==> config.mk <==
export PLATFORM = sky130hd
export DESIGN_NAME = alu_seq_top_flat
export DESIGN_NICKNAME = d
export VERILOG_FILES = /design/src/rtl/alu_seq_top_if.sv /design/src/rtl/alu_seq_top.sv /design/src/flat_wrapper.sv
export SDC_FILE = /design/constraint.sdc
export NUM_CORES = 1
export LEC_CHECK = 0
export BUFFER_PORTS_ARGS = -buffer_cell sky130_fd_sc_hd__buf_2
export CORE_ASPECT_RATIO = 1.4
export CORE_MARGIN = 2
export CORE_UTILIZATION = 32
export DETAILED_ROUTE_END_ITERATION = 10
export GPL_TIMING_DRIVEN = 0
export SLEW_MARGIN = 20
export SYNTH_ARGS = -nofsm -noshare
export SYNTH_HDL_FRONTEND = slang
export SYNTH_SLANG_ARGS = --single-unit
export TNS_END_PERCENT = 20
==> constraint.sdc <==
create_clock -name clock -period 1.78 [get_ports clock]
set_input_delay 0.356 -clock clock [delete_from_list [all_inputs] [get_ports clock]]
set_output_delay 0.356 -clock clock [all_outputs]
set_load 0.03 [all_outputs]
==> src/rtl/alu_seq_top_if.sv <==
// alu_seq_if: board-facing bundle of the ALU sequencer.
//   i_sw    switch data (A and B use all bits, opcode uses the low NB_OP bits)
//   i_btn   raw buttons, [0]=enter, [1]=clear; asynchronous and bouncy
//   o_led   registered result
//   o_zero  result == 0, registered together with o_led
//   o_ovf   signed overflow of ADD/SUB, registered together with o_led
//   o_valid result strobe
//   o_state current sequencer state (00=A, 01=B, 10=OP, 11=EXEC)
// Handshake: o_valid is a push-only strobe with no ready. It is high for
// exactly one clock, in the cycle in which o_led/o_zero/o_ovf first show a
// new result. The consumer must sample on that cycle. Between strobes the
// outputs hold their last value.
interface alu_seq_if #(
  parameter int NB_AB = 8
);
  logic [NB_AB-1:0] i_sw;
  logic [1:0]       i_btn;
  logic [NB_AB-1:0] o_led;
  logic             o_zero;
  logic             o_ovf;
  logic             o_valid;
  logic [1:0]       o_state;

  modport master (
    output i_sw, i_btn,
    input  o_led, o_zero, o_ovf, o_valid, o_state
  );

  modport slave (
    input  i_sw, i_btn,
    output o_led, o_zero, o_ovf, o_valid, o_state
  );
endinterface

==> src/rtl/alu_seq_top.sv <==
// alu_seq_debounce: one button path. A 2-flop synchroniser feeds a counter
// that accepts a new level after DEBOUNCE_N consecutive samples differing
// from the accepted level. Any sample equal to the accepted level restarts
// the count. evt is a 1-cycle pulse on a rising edge of the accepted level.
//   clock, rst  clock and asynchronous active-high reset
//   btn         raw button input
//   evt         1-cycle press event
module alu_seq_debounce #(
  parameter int DEBOUNCE_N = 4
) (
  input  logic clock,
  input  logic rst,
  input  logic btn,
  output logic evt
);
  localparam int CW = (DEBOUNCE_N < 2) ? 1 : $clog2(DEBOUNCE_N);

  logic [1:0]    sync_q;
  logic          level;
  logic          level_d;
  logic [CW-1:0] cnt;

  always_ff @(posedge clock or posedge rst) begin
    if (rst) begin
      sync_q  <= 2'b00;
      level   <= 1'b0;
      level_d <= 1'b0;
      cnt     <= '0;
    end else begin
      sync_q  <= {sync_q[0], btn};
      level_d <= level;
      if (sync_q[1] == level) begin
        cnt <= '0;
      end else if (cnt == CW'(DEBOUNCE_N - 1)) begin
        // DEBOUNCE_N-th consecutive differing sample: accept it.
        cnt   <= '0;
        level <= sync_q[1];
      end else begin
        cnt <= cnt + 1'b1;
      end
    end
  end

  assign evt = level & ~level_d;
endmodule

// alu_seq_top: sequenced ALU entry. The debounced enter button loads A, B,
// then the opcode from the switches; one cycle later the result and flags
// are registered and o_valid strobes. Clear returns to the A step.
//   clock    system clock, rising edge
//   i_reset  asynchronous active-high reset (released synchronously inside)
//   bus      alu_seq_if slave: switches, buttons, LEDs, flags, state
module alu_seq_top #(
  parameter int NB_AB      = 8,
  parameter int NB_OP      = 6,
  parameter int NB_SH      = 3,
  parameter int DEBOUNCE_N = 4
) (
  input  logic       clock,
  input  logic       i_reset,
  alu_seq_if.slave   bus
);
  localparam logic [NB_OP-1:0] OP_ADD = NB_OP'(6'b100000);
  localparam logic [NB_OP-1:0] OP_SUB = NB_OP'(6'b100010);
  localparam logic [NB_OP-1:0] OP_AND = NB_OP'(6'b100100);
  localparam logic [NB_OP-1:0] OP_OR  = NB_OP'(6'b100101);
  localparam logic [NB_OP-1:0] OP_XOR = NB_OP'(6'b100110);
  localparam logic [NB_OP-1:0] OP_NOR = NB_OP'(6'b100111);
  localparam logic [NB_OP-1:0] OP_SRA = NB_OP'(6'b000011);
  localparam logic [NB_OP-1:0] OP_SRL = NB_OP'(6'b000010);
  localparam int MSB = NB_AB - 1;

  typedef enum logic [1:0] {
    S_A    = 2'b00,
    S_B    = 2'b01,
    S_OP   = 2'b10,
    S_EXEC = 2'b11
  } state_t;

  // Reset asserts asynchronously, releases on a clock edge so no flop
  // sees reset removal near its active edge.
  logic [1:0] rst_sync;
  logic       rst;

  always_ff @(posedge clock or posedge i_reset) begin
    if (i_reset) rst_sync <= 2'b11;
    else         rst_sync <= {rst_sync[0], 1'b0};
  end

  assign rst = rst_sync[1];

  logic ent_evt;
  logic clr_evt;

  alu_seq_debounce #(.DEBOUNCE_N(DEBOUNCE_N)) u_db_enter (
    .clock (clock),
    .rst   (rst),
    .btn   (bus.i_btn[0]),
    .evt   (ent_evt)
  );

  alu_seq_debounce #(.DEBOUNCE_N(DEBOUNCE_N)) u_db_clear (
    .clock (clock),
    .rst   (rst),
    .btn   (bus.i_btn[1]),
    .evt   (clr_evt)
  );

  state_t           state;
  state_t           state_nx;
  logic             load_a;
  logic             load_b;
  logic             load_op;
  logic             exec;
  logic [NB_AB-1:0] reg_a;
  logic [NB_AB-1:0] reg_b;
  logic [NB_OP-1:0] reg_op;

  always_ff @(posedge clock or posedge rst) begin
    if (rst) state <= S_A;
    else     state <= state_nx;
  end

  // Clear has priority over enter; events seen in S_EXEC are ignored.
  always_comb begin
    state_nx = state;
    load_a   = 1'b0;
    load_b   = 1'b0;
    load_op  = 1'b0;
    exec     = 1'b0;
    case (state)
      S_A: begin
        if (clr_evt) state_nx = S_A;
        else if (ent_evt) begin
          load_a   = 1'b1;
          state_nx = S_B;
        end
      end
      S_B: begin
        if (clr_evt) state_nx = S_A;
        else if (ent_evt) begin
          load_b   = 1'b1;
          state_nx = S_OP;
        end
      end
      S_OP: begin
        if (clr_evt) state_nx = S_A;
        else if (ent_evt) begin
          load_op  = 1'b1;
          state_nx = S_EXEC;
        end
      end
      S_EXEC: begin
        exec     = 1'b1;
        state_nx = S_A;
      end
      default: state_nx = S_A;
    endcase
  end

  always_ff @(posedge clock or posedge rst) begin
    if (rst) begin
      reg_a  <= '0;
      reg_b  <= '0;
      reg_op <= '0;
    end else begin
      if (load_a)  reg_a  <= bus.i_sw;
      if (load_b)  reg_b  <= bus.i_sw;
      if (load_op) reg_op <= bus.i_sw[NB_OP-1:0];
    end
  end

  logic [NB_AB-1:0] alu_res;
  logic             alu_ovf;
  logic [NB_SH-1:0] sh;

  assign sh = reg_b[NB_SH-1:0];

  always_comb begin
    alu_res = '0;
    alu_ovf = 1'b0;
    case (reg_op)
      OP_ADD: begin
        alu_res = reg_a + reg_b;
        alu_ovf = (reg_a[MSB] == reg_b[MSB]) && (alu_res[MSB] != reg_a[MSB]);
      end
      OP_SUB: begin
        alu_res = reg_a - reg_b;
        alu_ovf = (reg_a[MSB] != reg_b[MSB]) && (alu_res[MSB] != reg_a[MSB]);
      end
      OP_AND:  alu_res = reg_a & reg_b;
      OP_OR:   alu_res = reg_a | reg_b;
      OP_XOR:  alu_res = reg_a ^ reg_b;
      OP_NOR:  alu_res = ~(reg_a | reg_b);
      OP_SRA:  alu_res = $unsigned($signed(reg_a) >>> sh);
      OP_SRL:  alu_res = reg_a >> sh;
      default: alu_res = '0;
    endcase
  end

  logic [NB_AB-1:0] led_q;
  logic             zero_q;
  logic             ovf_q;
  logic             valid_q;

  always_ff @(posedge clock or posedge rst) begin
    if (rst) begin
      led_q   <= '0;
      zero_q  <= 1'b0;
      ovf_q   <= 1'b0;
      valid_q <= 1'b0;
    end else begin
      valid_q <= exec;
      if (exec) begin
        led_q  <= alu_res;
        zero_q <= (alu_res == '0);
        ovf_q  <= alu_ovf;
      end
    end
  end

  assign bus.o_led   = led_q;
  assign bus.o_zero  = zero_q;
  assign bus.o_ovf   = ovf_q;
  assign bus.o_valid = valid_q;
  assign bus.o_state = state;
endmodule
==> src/flat_wrapper.sv <==
// flat-port wrapper written by rule: the top's interface ports become plain ports
module alu_seq_top_flat 
#(
  parameter int NB_AB      = 8,
  parameter int NB_OP      = 6,
  parameter int NB_SH      = 3,
  parameter int DEBOUNCE_N = 4
)
  (clock, i_reset, bus_i_sw, bus_i_btn, bus_o_led, bus_o_zero, bus_o_ovf, bus_o_valid, bus_o_state);
  alu_seq_if #(.NB_AB(NB_AB)) bus_i ();
  input  logic clock;
  input  logic i_reset;
  input wire logic [$bits(bus_i.i_sw)-1:0] bus_i_sw;
  input wire logic [$bits(bus_i.i_btn)-1:0] bus_i_btn;
  output wire logic [$bits(bus_i.o_led)-1:0] bus_o_led;
  output wire logic [$bits(bus_i.o_zero)-1:0] bus_o_zero;
  output wire logic [$bits(bus_i.o_ovf)-1:0] bus_o_ovf;
  output wire logic [$bits(bus_i.o_valid)-1:0] bus_o_valid;
  output wire logic [$bits(bus_i.o_state)-1:0] bus_o_state;
  assign bus_i.i_sw = bus_i_sw;
  assign bus_i.i_btn = bus_i_btn;
  assign bus_o_led = bus_i.o_led;
  assign bus_o_zero = bus_i.o_zero;
  assign bus_o_ovf = bus_i.o_ovf;
  assign bus_o_valid = bus_i.o_valid;
  assign bus_o_state = bus_i.o_state;
  alu_seq_top #(.NB_AB(NB_AB), .NB_OP(NB_OP), .NB_SH(NB_SH), .DEBOUNCE_N(DEBOUNCE_N)) u_core (.clock(clock), .i_reset(i_reset), .bus(bus_i));
endmodule
==> results of run 1 <==
[metrics by stage]
| step | utilization | hold WS [ns] | cell area (um2) |
|---|---|---|---|
| floorplan | - | 0.268 | 3260 |
| global placement | 0.360 | 0.337 | 3550 |
| detailed placement | 0.363 | 0.303 | 3570 |
| CTS | 0.398 | 0.0634 | 3920 |
| global route | 0.407 | 0.0749 | 4010 |
| finish | 0.407 | 0.0622 | 4010 |
[sequential cells by signal, summed over array words and instances, names as in the netlist]
signal                     flops
u_core.bus.o_zero              1
u_core.reg_b                   8
u_core.bus.o_valid             1
u_core.u_db_clear.cnt          2
u_core.bus.o_led               8
u_core.u_db_clear.level        1
u_core.u_db_enter.sync_q       2
u_core.u_db_enter.level        1
u_core.reg_op                  6
u_core.u_db_enter.level_d      1
u_core.u_db_clear.sync_q       2
u_core.u_db_enter.cnt          2
u_core.rst_sync                2
u_core.bus.o_state             2
u_core.u_db_clear.level_d      1
u_core.bus.o_ovf               1
u_core.reg_a                   8
[Yosys cell counts (4+ instances only)]
cell,n
sky130_fd_sc_hd__dfrtp_1,47
sky130_fd_sc_hd__o21a_1,4
sky130_fd_sc_hd__buf_2,5
sky130_fd_sc_hd__o21ai_0,22
sky130_fd_sc_hd__a21oi_1,13
sky130_fd_sc_hd__inv_1,23
sky130_fd_sc_hd__nand2b_1,5
sky130_fd_sc_hd__nand3_1,6
sky130_fd_sc_hd__clkbuf_1,8
sky130_fd_sc_hd__nor3_1,7
sky130_fd_sc_hd__nor2_1,19
sky130_fd_sc_hd__xnor2_1,13
sky130_fd_sc_hd__o31ai_1,4
sky130_fd_sc_hd__mux2_2,21
sky130_fd_sc_hd__nor2b_1,7
sky130_fd_sc_hd__ha_1,25
sky130_fd_sc_hd__mux2i_1,13
sky130_fd_sc_hd__nand2_1,33
[worst reg2reg max path, stage by stage, from the launching register on]
cell	delay, ns
sky130_fd_sc_hd__dfrtp_1	0.39
sky130_fd_sc_hd__inv_2	0.08
sky130_fd_sc_hd__ha_4	0.14
sky130_fd_sc_hd__inv_2	0.04
sky130_fd_sc_hd__fa_2	0.38
sky130_fd_sc_hd__nor3b_4	0.16
sky130_fd_sc_hd__o31ai_1	0.20
sky130_fd_sc_hd__o31ai_1	0.12
sky130_fd_sc_hd__xnor2_1	0.15
sky130_fd_sc_hd__a221o_1	0.35
sky130_fd_sc_hd__or4_4	0.43
sky130_fd_sc_hd__o41ai_2	0.28
[layer usage]
| metal | GRT usage | up-vias | wire [um] |
|---|---|---|---|
| li1 | - | 1243 | - |
| met1 | 0.173 | 1253 | 3160 |
| met4 | 0.0795 | 0 | 289 |
| met5 | 0 | - | 0 |
| met3 | 0.0269 | 19 | 224 |
| met2 | 0.295 | 46 | 4400 |
[power by group through the flow]
stage / Combinational [mW] / Clock [mW] / Sequential [mW]
floorplan: 3.42 / 0 / 2.06
global placement: 4.56 / 0 / 1.92
detailed placement: 4.68 / 0 / 1.95
CTS: 5.26 / 1.14 / 1.95
global route: 6.05 / 1.17 / 2.02
finish: 5.49 / 1.10 / 1.96
[final timing paths]
check	end	from	slack, ns	cells past startpoint
hold / removal	u_core.rst_sync[0]$_DFF_PP1_	i_reset	0.06	2
hold reg to reg	u_core.reg_b[3]$_DFFE_PP0P_	u_core.rst_sync[1]$_DFF_PP1_	0.29	1
min in group clock	u_core.u_db_enter.sync_q[0]$_DFF_PP0_	bus_i_btn[0]	0.16	1
setup reg to reg	u_core.bus.o_zero$_DFFE_PP0P_	u_core.reg_a[0]$_DFFE_PP0P_	-1.02	11
max in group asynchronous	u_core.reg_b[0]$_DFFE_PP0P_	u_core.rst_sync[1]$_DFF_PP1_	0.96	2
setup / recovery	u_core.bus.o_zero$_DFFE_PP0P_	u_core.reg_a[0]$_DFFE_PP0P_	-1.02	11
[layout make-up]
type | instances | area (um2)
fillers | 974 | 5840
plain buffers | 14 | 86.3
multi-input cells | 241 | 1990
repair buffers | 40 | 268
clock buffers | 5 | 125
clock inverters | 3 | 43.8
inverters | 24 | 93.8
flip-flops and latches | 49 | 1230
well taps | 135 | 169
[kinds of logic (layout without fill, tap and decap cells)]
| family | after synthesis | in the layout | synth area share |
|---|---|---|---|
| xor+xnor | 16 | 16 | 0.0434 |
| compound gates | 72 | 72 | 0.152 |
| buf+inv | 40 | 86 | 0.0543 |
| fa+ha+maj | 27 | 27 | 0.109 |
| other cells | 1 | 1 | 0.00116 |
| mux | 36 | 36 | 0.125 |
| flops | 49 | 49 | 0.381 |
| simple gates | 89 | 89 | 0.134 |
[what timing repair did]
| item | in CTS | in global routing |
|---|---|---|
| setup buffers | 10 | 7 |
| cloned | 0 | 0 |
| pin swaps | 14 | 16 |
| endpoints found under the setup margin | 23 | 26 |
| resized for setup | 31 | 19 |
==> impl_metrics.prom, run 1 <==
# TYPE chip_impl_metric gauge
chip_impl_metric{name="totalWireLength",unit="um"} 8070
chip_impl_info{name="holdCritPathClass",value="in2async"} 1
chip_impl_metric{name="slew_violations",unit=""} 0
chip_impl_info{name="cp_top_family",value="compound AO/OA/AOI/OAI gates"} 1
chip_impl_info{name="kind_of_end_point_of_the_critical_path",value="register"} 1
chip_impl_info{name="layout_commonest_cell",value="sky130_fd_sc_hd__dfrtp_1"} 1
chip_impl_metric{name="first_global_vias",unit=""} 2723
chip_impl_metric{name="sequential_fraction_of_design_power",unit=""} 0.229
chip_impl_metric{name="fp.dieH",unit="um"} 123
chip_impl_metric{name="dp_hpwl",unit="um"} 6300
chip_impl_metric{name="fin_cells",unit=""} 511
chip_impl_metric{name="total_power",unit="mW"} 8.55
chip_impl_metric{name="synth_area",unit="um2"} 3230
chip_impl_metric{name="die_area",unit="um2"} 10900
chip_impl_metric{name="placement.io_buffers",unit=""} 24
chip_impl_metric{name="synthesis.yosys.warnings",unit=""} 0
chip_impl_metric{name="crit_arrival",unit="ns"} 3.00
chip_impl_info{name="violations",value="setup timing"} 1
chip_impl_metric{name="static-leakage-power",unit="nW"} 1.80
chip_impl_metric{name="cts.clk_slew.worst_paths",unit="ns"} 0.07
chip_impl_metric{name="fin_crit_sh",unit=""} 1.57
chip_impl_metric{name="syn-instance-count",unit=""} 330
chip_impl_metric{name="yosys.cell_types.count",unit=""} 61
chip_impl_metric{name="design.final.nets",unit=""} 414
chip_impl_info{name="timing.critical_path.cells",value="inv_2 > ha_4 > inv_2 > fa_2 > nor3b_4 > o31ai_1 > o31ai_1 > xnor2_1 > a221o_1 > or4_4 > o41ai_2"} 1
chip_impl_metric{name="initial_antenna_violation_count",unit=""} 0
chip_impl_metric{name="total_switching_power",unit="mW"} 3.83
chip_impl_info{name="critPathLaunchType",value="register"} 1
chip_impl_metric{name="detail_route.drc_violations",unit=""} 0
chip_impl_metric{name="firstDrtPassIters",unit=""} 4
chip_impl_metric{name="fp-row-count",unit=""} 43
chip_impl_info{name="critical_path.slowest_cell",value="sky130_fd_sc_hd__or4_4"} 1
chip_impl_metric{name="dr.first_iter.drc_count",unit=""} 144
chip_impl_metric{name="synth.yosys.seq_area_share",unit=""} 0.381
chip_impl_info{name="cts_tree",value="yes"} 1
chip_impl_metric{name="grt_pass1_wl",unit="um"} 13300
chip_impl_metric{name="drt-wirelength-per-cell",unit="um"} 15.8
chip_impl_metric{name="pre_cts_ws",unit="ns"} -1.20
chip_impl_metric{name="timing.critical_path.fanout_max",unit=""} 2
chip_impl_metric{name="global_route.usage.total",unit=""} 0.161
chip_impl_metric{name="timing.slew.headroom",unit=""} 0.567
chip_impl_metric{name="postSynthNetCount",unit=""} 369
chip_impl_metric{name="ctsHoldBuffers",unit=""} 0
chip_impl_metric{name="floorplan.core_area",unit="um2"} 9850
chip_impl_metric{name="grt_start_max_net_pins",unit=""} 26
chip_impl_metric{name="place_inst",unit=""} 490
chip_impl_metric{name="clock_tree.htree_level_count",unit=""} 2
chip_impl_metric{name="drv.max_cap_violation_count",unit=""} 0
chip_impl_metric{name="syn_avg_cell_area",unit="um2"} 9.78
chip_impl_metric{name="path_buf_inv",unit=""} 2
chip_impl_info{name="setup_repair_after_global_routing_missed_its_margin",value="true"} 1
chip_impl_metric{name="areaGrowthSynthToFinish",unit="%"} 24.2
chip_impl_metric{name="synth-seq-cells",unit=""} 49
chip_impl_metric{name="power_density",unit="nW/um2"} 2130
chip_impl_metric{name="io-pin-count",unit=""} 25
chip_impl_metric{name="synth_top_cell_area_share",unit=""} 0.364
chip_impl_info{name="run_status",value="complete, but fails checks"} 1
chip_impl_info{name="clockRootBuffer",value="sky130_fd_sc_hd__clkbuf_16"} 1
chip_impl_info{name="yosys.area.top_type",value="sky130_fd_sc_hd__dfrtp_1"} 1
chip_impl_metric{name="fmax",unit="MHz"} 357
chip_impl_metric{name="finalWeightedCongestion",unit=""} 0.922
chip_impl_metric{name="cts.path.max_buffers",unit=""} 2
chip_impl_metric{name="worst_clock_skew",unit="ns"} 0.00465
chip_impl_info{name="final_cell_mix",value="sky130_fd_sc_hd__dfrtp_1, sky130_fd_sc_hd__nand2_1, sky130_fd_sc_hd__buf_2"} 1
chip_impl_metric{name="routed_via_density",unit=""} 5.01
chip_impl_metric{name="setup_viol",unit=""} 10
chip_impl_metric{name="timing.critical_path.slowest_cell_delay",unit="ns"} 0.43
chip_impl_metric{name="final_layout_size_suffix_gt1_frac",unit=""} 0.322
chip_impl_metric{name="vdd.ir_drop.worst",unit="uV"} 639
chip_impl_metric{name="detailroute.via_count",unit=""} 2561
chip_impl_info{name="yosys_most_used_dff",value="sky130_fd_sc_hd__dfrtp_1"} 1
chip_impl_metric{name="tightest_slew",unit="ns"} 0.641
chip_impl_metric{name="period_minus_slack",unit="ns"} 2.80
chip_impl_metric{name="grt_remaining_overflow",unit=""} 0
chip_impl_metric{name="start_util",unit=""} 0.328
chip_impl_metric{name="clk-insertion-delay-late",unit="ns"} 0.30
chip_impl_metric{name="floorplan.die.width",unit="um"} 88.9
chip_impl_metric{name="fin_tns_setup",unit="ns"} -5.73
chip_impl_metric{name="ys_async_sr_fraction",unit=""} 1.00
chip_impl_metric{name="finalHoldViolCount",unit=""} 0
chip_impl_metric{name="switching_share_of_total_power",unit=""} 0.449
chip_impl_metric{name="inserted_clock_buffers",unit=""} 5
chip_impl_metric{name="diodes",unit=""} 0
chip_impl_metric{name="comb_power_share",unit=""} 0.642
chip_impl_metric{name="clockPowerShare",unit=""} 0.129
chip_impl_info{name="ys_top_cells_by_area",value="sky130_fd_sc_hd__dfrtp_1, sky130_fd_sc_hd__ha_1, sky130_fd_sc_hd__mux2_2, sky130_fd_sc_hd__mux2i_1, sky130_fd_sc_hd__nand2_1"} 1
chip_impl_metric{name="cts.sinks",unit=""} 49
chip_impl_metric{name="power_report.internal_total",unit="mW"} 4.71
chip_impl_metric{name="antenna_left",unit=""} 0
chip_impl_metric{name="worst_ep_required_time",unit="ns"} 1.98
chip_impl_info{name="path_class",value="reg2reg"} 1
chip_impl_metric{name="synth_enable_flop_cells",unit=""} 0
chip_impl_metric{name="final.setup.worst_slack",unit="ns"} -1.02
Note: power is estimated with default switching activity, not from simulation.
==> inputs of run 2 (changes only) <==
--- a/config.mk
+++ b/config.mk
@@ -11,6 +11,7 @@
 export CORE_UTILIZATION = 32
 export DETAILED_ROUTE_END_ITERATION = 10
 export GPL_TIMING_DRIVEN = 0
+export PLACE_DENSITY = 0.55
 export SLEW_MARGIN = 20
 export SYNTH_ARGS = -nofsm -noshare
 export SYNTH_HDL_FRONTEND = slang
==> impl_metrics.prom, run 2 (synthesis results as in run 1) <==
# TYPE chip_impl_metric gauge
chip_impl_metric{name="global_route.usage.total",unit=""} 0.154
chip_impl_metric{name="crit_arrival",unit="ns"} 3.05
chip_impl_metric{name="firstDrtPassIters",unit=""} 4
chip_impl_info{name="run_status",value="complete, but fails checks"} 1
chip_impl_metric{name="routed_via_density",unit=""} 5.01
chip_impl_metric{name="power_report.internal_total",unit="mW"} 4.68
chip_impl_metric{name="comb_power_share",unit=""} 0.640
chip_impl_metric{name="drt-wirelength-per-cell",unit="um"} 15.5
chip_impl_metric{name="grt_start_max_net_pins",unit=""} 25
chip_impl_metric{name="start_util",unit=""} 0.328
chip_impl_metric{name="drv.max_cap_violation_count",unit=""} 0
chip_impl_metric{name="grt_remaining_overflow",unit=""} 0
chip_impl_metric{name="clk-insertion-delay-late",unit="ns"} 0.30
chip_impl_metric{name="dr.first_iter.drc_count",unit=""} 111
chip_impl_info{name="violations",value="setup timing"} 1
chip_impl_metric{name="clock_tree.htree_level_count",unit=""} 2
chip_impl_metric{name="fin_tns_setup",unit="ns"} -5.69
chip_impl_info{name="final_cell_mix",value="sky130_fd_sc_hd__dfrtp_1, sky130_fd_sc_hd__nand2_1, sky130_fd_sc_hd__buf_2"} 1
chip_impl_metric{name="sequential_fraction_of_design_power",unit=""} 0.231
chip_impl_info{name="layout_commonest_cell",value="sky130_fd_sc_hd__dfrtp_1"} 1
chip_impl_metric{name="cts.path.max_buffers",unit=""} 2
chip_impl_metric{name="static-leakage-power",unit="nW"} 1.81
chip_impl_metric{name="switching_share_of_total_power",unit=""} 0.449
chip_impl_metric{name="vdd.ir_drop.worst",unit="uV"} 566
chip_impl_metric{name="finalWeightedCongestion",unit=""} 0.878
chip_impl_metric{name="fp-row-count",unit=""} 43
chip_impl_info{name="cts_tree",value="yes"} 1
chip_impl_metric{name="timing.slew.headroom",unit=""} 0.566
chip_impl_metric{name="inserted_clock_buffers",unit=""} 5
chip_impl_info{name="kind_of_end_point_of_the_critical_path",value="register"} 1
chip_impl_metric{name="worstRegToRegCells",unit=""} 11
chip_impl_metric{name="placement.io_buffers",unit=""} 24
chip_impl_metric{name="power_density",unit="nW/um2"} 2110
chip_impl_metric{name="slew_violations",unit=""} 0
chip_impl_metric{name="first_global_vias",unit=""} 2556
chip_impl_info{name="path_class",value="reg2reg"} 1
chip_impl_metric{name="finalHoldViolCount",unit=""} 0
chip_impl_metric{name="floorplan.die.width",unit="um"} 88.9
chip_impl_metric{name="antenna_left",unit=""} 0
chip_impl_info{name="holdCritPathClass",value="in2async"} 1
chip_impl_metric{name="period_minus_slack",unit="ns"} 2.85
chip_impl_metric{name="totalWireLength",unit="um"} 7960
chip_impl_metric{name="fmax",unit="MHz"} 351
chip_impl_info{name="setup_repair_after_global_routing_missed_its_margin",value="true"} 1
chip_impl_metric{name="floorplan.core_area",unit="um2"} 9850
chip_impl_metric{name="filler_cell_count",unit=""} 968
chip_impl_info{name="clockRootBuffer",value="sky130_fd_sc_hd__clkbuf_16"} 1
chip_impl_metric{name="fin_crit_sh",unit=""} 1.60
chip_impl_metric{name="worst_clock_skew",unit="ns"} 0.00804
chip_impl_metric{name="final.setup.worst_slack",unit="ns"} -1.07
chip_impl_metric{name="cts.clk_slew.worst_paths",unit="ns"} 0.07
chip_impl_info{name="critPathLaunchType",value="register"} 1
chip_impl_metric{name="final_layout_size_suffix_gt1_frac",unit=""} 0.318
chip_impl_metric{name="timing.critical_path.fanout_max",unit=""} 2
chip_impl_metric{name="design.final.nets",unit=""} 415
chip_impl_metric{name="clockPowerShare",unit=""} 0.130
chip_impl_metric{name="cts.sinks",unit=""} 49
chip_impl_metric{name="detail_route.drc_violations",unit=""} 0
chip_impl_metric{name="io-pin-count",unit=""} 25
chip_impl_metric{name="hold-worst-slack",unit="ns"} 0.0666
chip_impl_metric{name="grt_pass1_wl",unit="um"} 12800
chip_impl_metric{name="dp_hpwl",unit="um"} 6200
chip_impl_metric{name="detailroute.via_count",unit=""} 2564
chip_impl_metric{name="tightest_slew",unit="ns"} 0.642
chip_impl_metric{name="worst_ep_required_time",unit="ns"} 1.98
chip_impl_metric{name="setup_viol",unit=""} 10
chip_impl_metric{name="total_switching_power",unit="mW"} 3.82
chip_impl_metric{name="fp.dieH",unit="um"} 123
chip_impl_metric{name="die_area",unit="um2"} 10900
chip_impl_metric{name="end_of_flow_core_utilization",unit=""} 0.409
chip_impl_metric{name="areaGrowthSynthToFinish",unit="%"} 24.9
chip_impl_metric{name="diodes",unit=""} 0
chip_impl_metric{name="initial_antenna_violation_count",unit=""} 0
run 2: cell types whose count changed in the layout (fill, tap and decap cells not counted), moves of 2 or more:
cell	delta
sky130_fd_sc_hd__buf_2	-2
sky130_fd_sc_hd__buf_4	+2
sky130_fd_sc_hd__buf_6	-2
sky130_fd_sc_hd__clkbuf_4	+2
sky130_fd_sc_hd__inv_1	+2
sky130_fd_sc_hd__inv_2	-2
run 2: final timing paths:
path                                                         end  slack [ns]                    startpoint
hold / removal                      u_core.rst_sync[0]$_DFF_PP1_        0.07                       i_reset
setup reg to reg                   u_core.bus.o_zero$_DFFE_PP0P_       -1.07   u_core.reg_a[0]$_DFFE_PP0P_
min in group clock         u_core.u_db_enter.sync_q[0]$_DFF_PP0_        0.16                  bus_i_btn[0]
hold reg to reg               u_core.u_db_enter.cnt[0]$_DFF_PP0_        0.29  u_core.rst_sync[1]$_DFF_PP1_
max in group asynchronous            u_core.reg_b[0]$_DFFE_PP0P_        0.96  u_core.rst_sync[1]$_DFF_PP1_
setup / recovery                   u_core.bus.o_zero$_DFFE_PP0P_       -1.07   u_core.reg_a[0]$_DFFE_PP0P_
run 2: what timing repair did:
item                                    CTS  global route
setup buffers                             9             6
endpoints found under the setup margin   23            26
pin swaps                                 8             9
hold buffers                              0             0
resized for setup                        20            30
run 2: stage by stage:
step           worst slack, ns  std cells  power [mW]  area (um2)
2_1_floorplan           -0.942        330        5.47        3260
3_3_place_gp             -1.19        489        6.51        3550
3_5_place_dp             -1.22        490        6.62        3570
4_1_cts                  -1.08        506        8.15        3890
5_1_grt                  -1.17        512        9.19        4030
6_report                 -1.07        512        8.50        4030
run 2: power groups by stage:
stage / Combinational (mW) / Sequential, mW / Clock (mW)
5_1_grt: 5.98 / 2.03 / 1.18
2_1_floorplan: 3.42 / 2.06 / 0
3_5_place_dp: 4.67 / 1.95 / 0
6_report: 5.44 / 1.96 / 1.10
3_3_place_gp: 4.59 / 1.92 / 0
4_1_cts: 5.06 / 1.95 / 1.14
run 2: area by class of cell:
type	count	area [um2]	share of cell area
Buffer	15	95.1	0.0236
Clock buffer	5	125	0.0310
Clock inverter	3	43.8	0.0109
Inverter	24	93.8	0.0233
Multi-Input combinational cell	241	2010	0.499
Sequential cell	49	1230	0.306
Tap cell	135	169	0.0419
Timing Repair Buffer	40	260	0.0646
run 2: metal layers:
layer	wire [um]	global-route usage	vias to the layer above
met3	213	0.0262	13
li1	-	-	1238
met4	260	0.0625	0
met2	4300	0.289	56
met1	3190	0.167	1257
met5	0	0	-
run 2: critical path, stage by stage, from the launching register on:
cell	delay, ns
sky130_fd_sc_hd__dfrtp_1	0.42
sky130_fd_sc_hd__inv_2	0.09
sky130_fd_sc_hd__ha_4	0.14
sky130_fd_sc_hd__inv_1	0.05
sky130_fd_sc_hd__fa_2	0.34
sky130_fd_sc_hd__nor3b_4	0.17
sky130_fd_sc_hd__o31ai_2	0.20
sky130_fd_sc_hd__o31ai_1	0.12
sky130_fd_sc_hd__xnor2_1	0.15
sky130_fd_sc_hd__a221o_1	0.36
sky130_fd_sc_hd__or4_4	0.44
sky130_fd_sc_hd__o41ai_4	0.27
==> inputs of run 3 (changes only) <==
--- a/config.mk
+++ b/config.mk
@@ -6,7 +6,7 @@
 export NUM_CORES = 1
 export LEC_CHECK = 0
 export BUFFER_PORTS_ARGS = -buffer_cell sky130_fd_sc_hd__buf_2
-export CORE_ASPECT_RATIO = 1.4
+export CORE_ASPECT_RATIO = 0.7
 export CORE_MARGIN = 2
 export CORE_UTILIZATION = 32
 export DETAILED_ROUTE_END_ITERATION = 10
==> impl_metrics.prom, run 3 (synthesis results as in run 1) <==
# TYPE chip_impl_metric gauge
chip_impl_metric{name="clk-insertion-delay-late",unit="ns"} 0.30
chip_impl_metric{name="io-pin-count",unit=""} 25
chip_impl_metric{name="setup_viol",unit=""} 10
chip_impl_metric{name="grt_pass1_wl",unit="um"} 13300
chip_impl_metric{name="drv.max_cap_violation_count",unit=""} 0
chip_impl_metric{name="grt_start_max_net_pins",unit=""} 31
chip_impl_metric{name="cts.clk_slew.worst_paths",unit="ns"} 0.07
chip_impl_metric{name="fp.dieH",unit="um"} 88.0
chip_impl_metric{name="initial_antenna_violation_count",unit=""} 0
chip_impl_info{name="critPathLaunchType",value="register"} 1
chip_impl_metric{name="worst_clock_skew",unit="ns"} 0.00684
chip_impl_metric{name="global_route.usage.total",unit=""} 0.162
chip_impl_metric{name="firstDrtPassIters",unit=""} 4
chip_impl_metric{name="fmax",unit="MHz"} 348
chip_impl_metric{name="areaGrowthSynthToFinish",unit="%"} 23.3
chip_impl_metric{name="grt_remaining_overflow",unit=""} 0
chip_impl_metric{name="final_layout_size_suffix_gt1_frac",unit=""} 0.321
chip_impl_metric{name="final.setup.worst_slack",unit="ns"} -1.09
chip_impl_metric{name="drt-wirelength-per-cell",unit="um"} 16.1
chip_impl_info{name="clockRootBuffer",value="sky130_fd_sc_hd__clkbuf_16"} 1
chip_impl_metric{name="detail_route.drc_violations",unit=""} 0
chip_impl_metric{name="fin_crit_sh",unit=""} 1.61
chip_impl_metric{name="finalHoldViolCount",unit=""} 0
chip_impl_metric{name="slew_violations",unit=""} 0
chip_impl_metric{name="placement.io_buffers",unit=""} 24
chip_impl_metric{name="worst_ep_required_time",unit="ns"} 1.98
chip_impl_info{name="final_cell_mix",value="sky130_fd_sc_hd__dfrtp_1, sky130_fd_sc_hd__nand2_1, sky130_fd_sc_hd__buf_2"} 1
chip_impl_metric{name="routed_via_density",unit=""} 5.12
chip_impl_metric{name="floorplan.core_area",unit="um2"} 9760
chip_impl_metric{name="period_minus_slack",unit="ns"} 2.87
chip_impl_metric{name="fin_tns_setup",unit="ns"} -5.76
chip_impl_metric{name="timing.critical_path.fanout_max",unit=""} 4
chip_impl_metric{name="finalWeightedCongestion",unit=""} 0.946
chip_impl_metric{name="die_area",unit="um2"} 10900
chip_impl_metric{name="fp-row-count",unit=""} 30
chip_impl_metric{name="floorplan.die.width",unit="um"} 124
chip_impl_info{name="critPathLaunch",value="u_core.reg_b[1]$_DFFE_PP0P_"} 1
chip_impl_info{name="holdCritPathClass",value="in2async"} 1
chip_impl_metric{name="cts.path.max_buffers",unit=""} 2
chip_impl_metric{name="design.final.nets",unit=""} 415
chip_impl_metric{name="total_power",unit="mW"} 8.43
chip_impl_metric{name="detailroute.via_count",unit=""} 2585
chip_impl_metric{name="cts.sinks",unit=""} 49
chip_impl_info{name="setup_repair_after_global_routing_missed_its_margin",value="true"} 1
chip_impl_info{name="crit-reg2reg-launch",value="u_core.reg_b[1]$_DFFE_PP0P_"} 1
chip_impl_metric{name="static-leakage-power",unit="nW"} 1.79
chip_impl_metric{name="diodes",unit=""} 0
chip_impl_metric{name="first_global_vias",unit=""} 2486
chip_impl_info{name="cts_tree",value="yes"} 1
chip_impl_metric{name="vdd.ir_drop.worst",unit="uV"} 727
chip_impl_metric{name="totalWireLength",unit="um"} 8120
chip_impl_metric{name="tightest_slew",unit="ns"} 0.624
chip_impl_metric{name="timing.slew.headroom",unit=""} 0.581
chip_impl_metric{name="clock_tree.htree_level_count",unit=""} 2
chip_impl_info{name="violations",value="setup timing"} 1
chip_impl_info{name="kind_of_end_point_of_the_critical_path",value="register"} 1
chip_impl_metric{name="inserted_clock_buffers",unit=""} 5
chip_impl_info{name="layout_commonest_cell",value="sky130_fd_sc_hd__dfrtp_1"} 1
chip_impl_info{name="run_status",value="complete, but fails checks"} 1
chip_impl_metric{name="antenna_left",unit=""} 0
chip_impl_metric{name="power_density",unit="nW/um2"} 2120
chip_impl_metric{name="dp_hpwl",unit="um"} 6100
chip_impl_metric{name="dr.first_iter.drc_count",unit=""} 176
chip_impl_info{name="path_class",value="reg2reg"} 1
chip_impl_metric{name="start_util",unit=""} 0.331
chip_impl_metric{name="crit_arrival",unit="ns"} 3.07
==> run 3: changes by cell type in the layout (fill, tap and decap cells not counted), sizes merged <==
cell and delta:
buf +2, bufinv -1, clkinv -1, inv -1
clkbuf +1
==> run 3: worst paths after layout <==
kind / to / slack, ns / depth (start not counted)
worst max-delay path: u_core.bus.o_zero$_DFFE_PP0P_ / -1.09 / 11
worst min-delay path: u_core.rst_sync[1]$_DFF_PP1_ / 0.08 / 2
worst max register to register: u_core.bus.o_zero$_DFFE_PP0P_ / -1.09 / 11
worst min register to register: u_core.bus.o_led[0]$_DFFE_PP0P_ / 0.25 / 1
max in group asynchronous: u_core.reg_a[3]$_DFFE_PP0P_ / 1.02 / 2
min in group clock: u_core.u_db_clear.sync_q[0]$_DFF_PP0_ / 0.16 / 1
==> run 3: what timing repair did <==
action / CTS / global route
endpoints found under the hold margin: 0 / 0
setup endpoints to repair: 23 / 26
hold buffers: 0 / 0
resized for setup: 29 / 20
gates cloned: 0 / 0
pin swaps: 9 / 16
buffers inserted: 7 / 9
==> run 3: area by class of cell <==
type	instances	area (um2)
fillers	990	5780
inverters	24	93.8
repair buffers	41	272
clock buffers	8	146
well taps	128	160
multi-input cells	241	1990
plain buffers	14	90.1
flip-flops and latches	49	1230
==> run 3: metal layers <==
layer / global-route usage / wire length [um] / vias up
li1: - / - / 1255
met1: 0.258 / 4310 / 1254
met2: 0.220 / 3220 / 69
met3: 0.0313 / 515 / 7
met4: 0.0368 / 68 / 0
met5: 0 / 0 / -
==> run 3: report_power, final <==
| group | internal, mW | total [mW] | switching, mW |
|---|---|---|---|
| Combinational | 2.47 | 5.48 | 3.02 |
| Sequential | 1.56 | 1.96 | 0.400 |
| Clock | 0.562 | 0.984 | 0.422 |
| Total | 4.59 | 8.43 | 3.84 |
==> run 3: worst max-delay path, stage by stage (launching register included) <==
cell                         delay (ns)
sky130_fd_sc_hd__dfrtp_1           0.36
sky130_fd_sc_hd__buf_6             0.11
sky130_fd_sc_hd__clkinvlp_4        0.11
sky130_fd_sc_hd__buf_4             0.16
sky130_fd_sc_hd__fa_1              0.43
sky130_fd_sc_hd__nor2b_1           0.18
sky130_fd_sc_hd__o21a_1            0.15
sky130_fd_sc_hd__o31ai_2           0.07
sky130_fd_sc_hd__xnor2_1           0.14
sky130_fd_sc_hd__a221o_1           0.35
sky130_fd_sc_hd__or4_4             0.42
sky130_fd_sc_hd__o41ai_2           0.30
==> run 3: per-stage QoR <==
step	setup WS [ns]	utilization	instance area [um2]	cells	hold slack (ns)
2_1_floorplan	-0.942	-	3260	330	0.268
3_3_place_gp	-1.22	0.363	3540	482	0.333
3_5_place_dp	-1.22	0.366	3570	484	0.271
4_1_cts	-1.10	0.395	3850	498	0.0780
5_1_grt	-1.21	0.408	3980	505	0.0991
6_report	-1.09	0.408	3980	505	0.0753
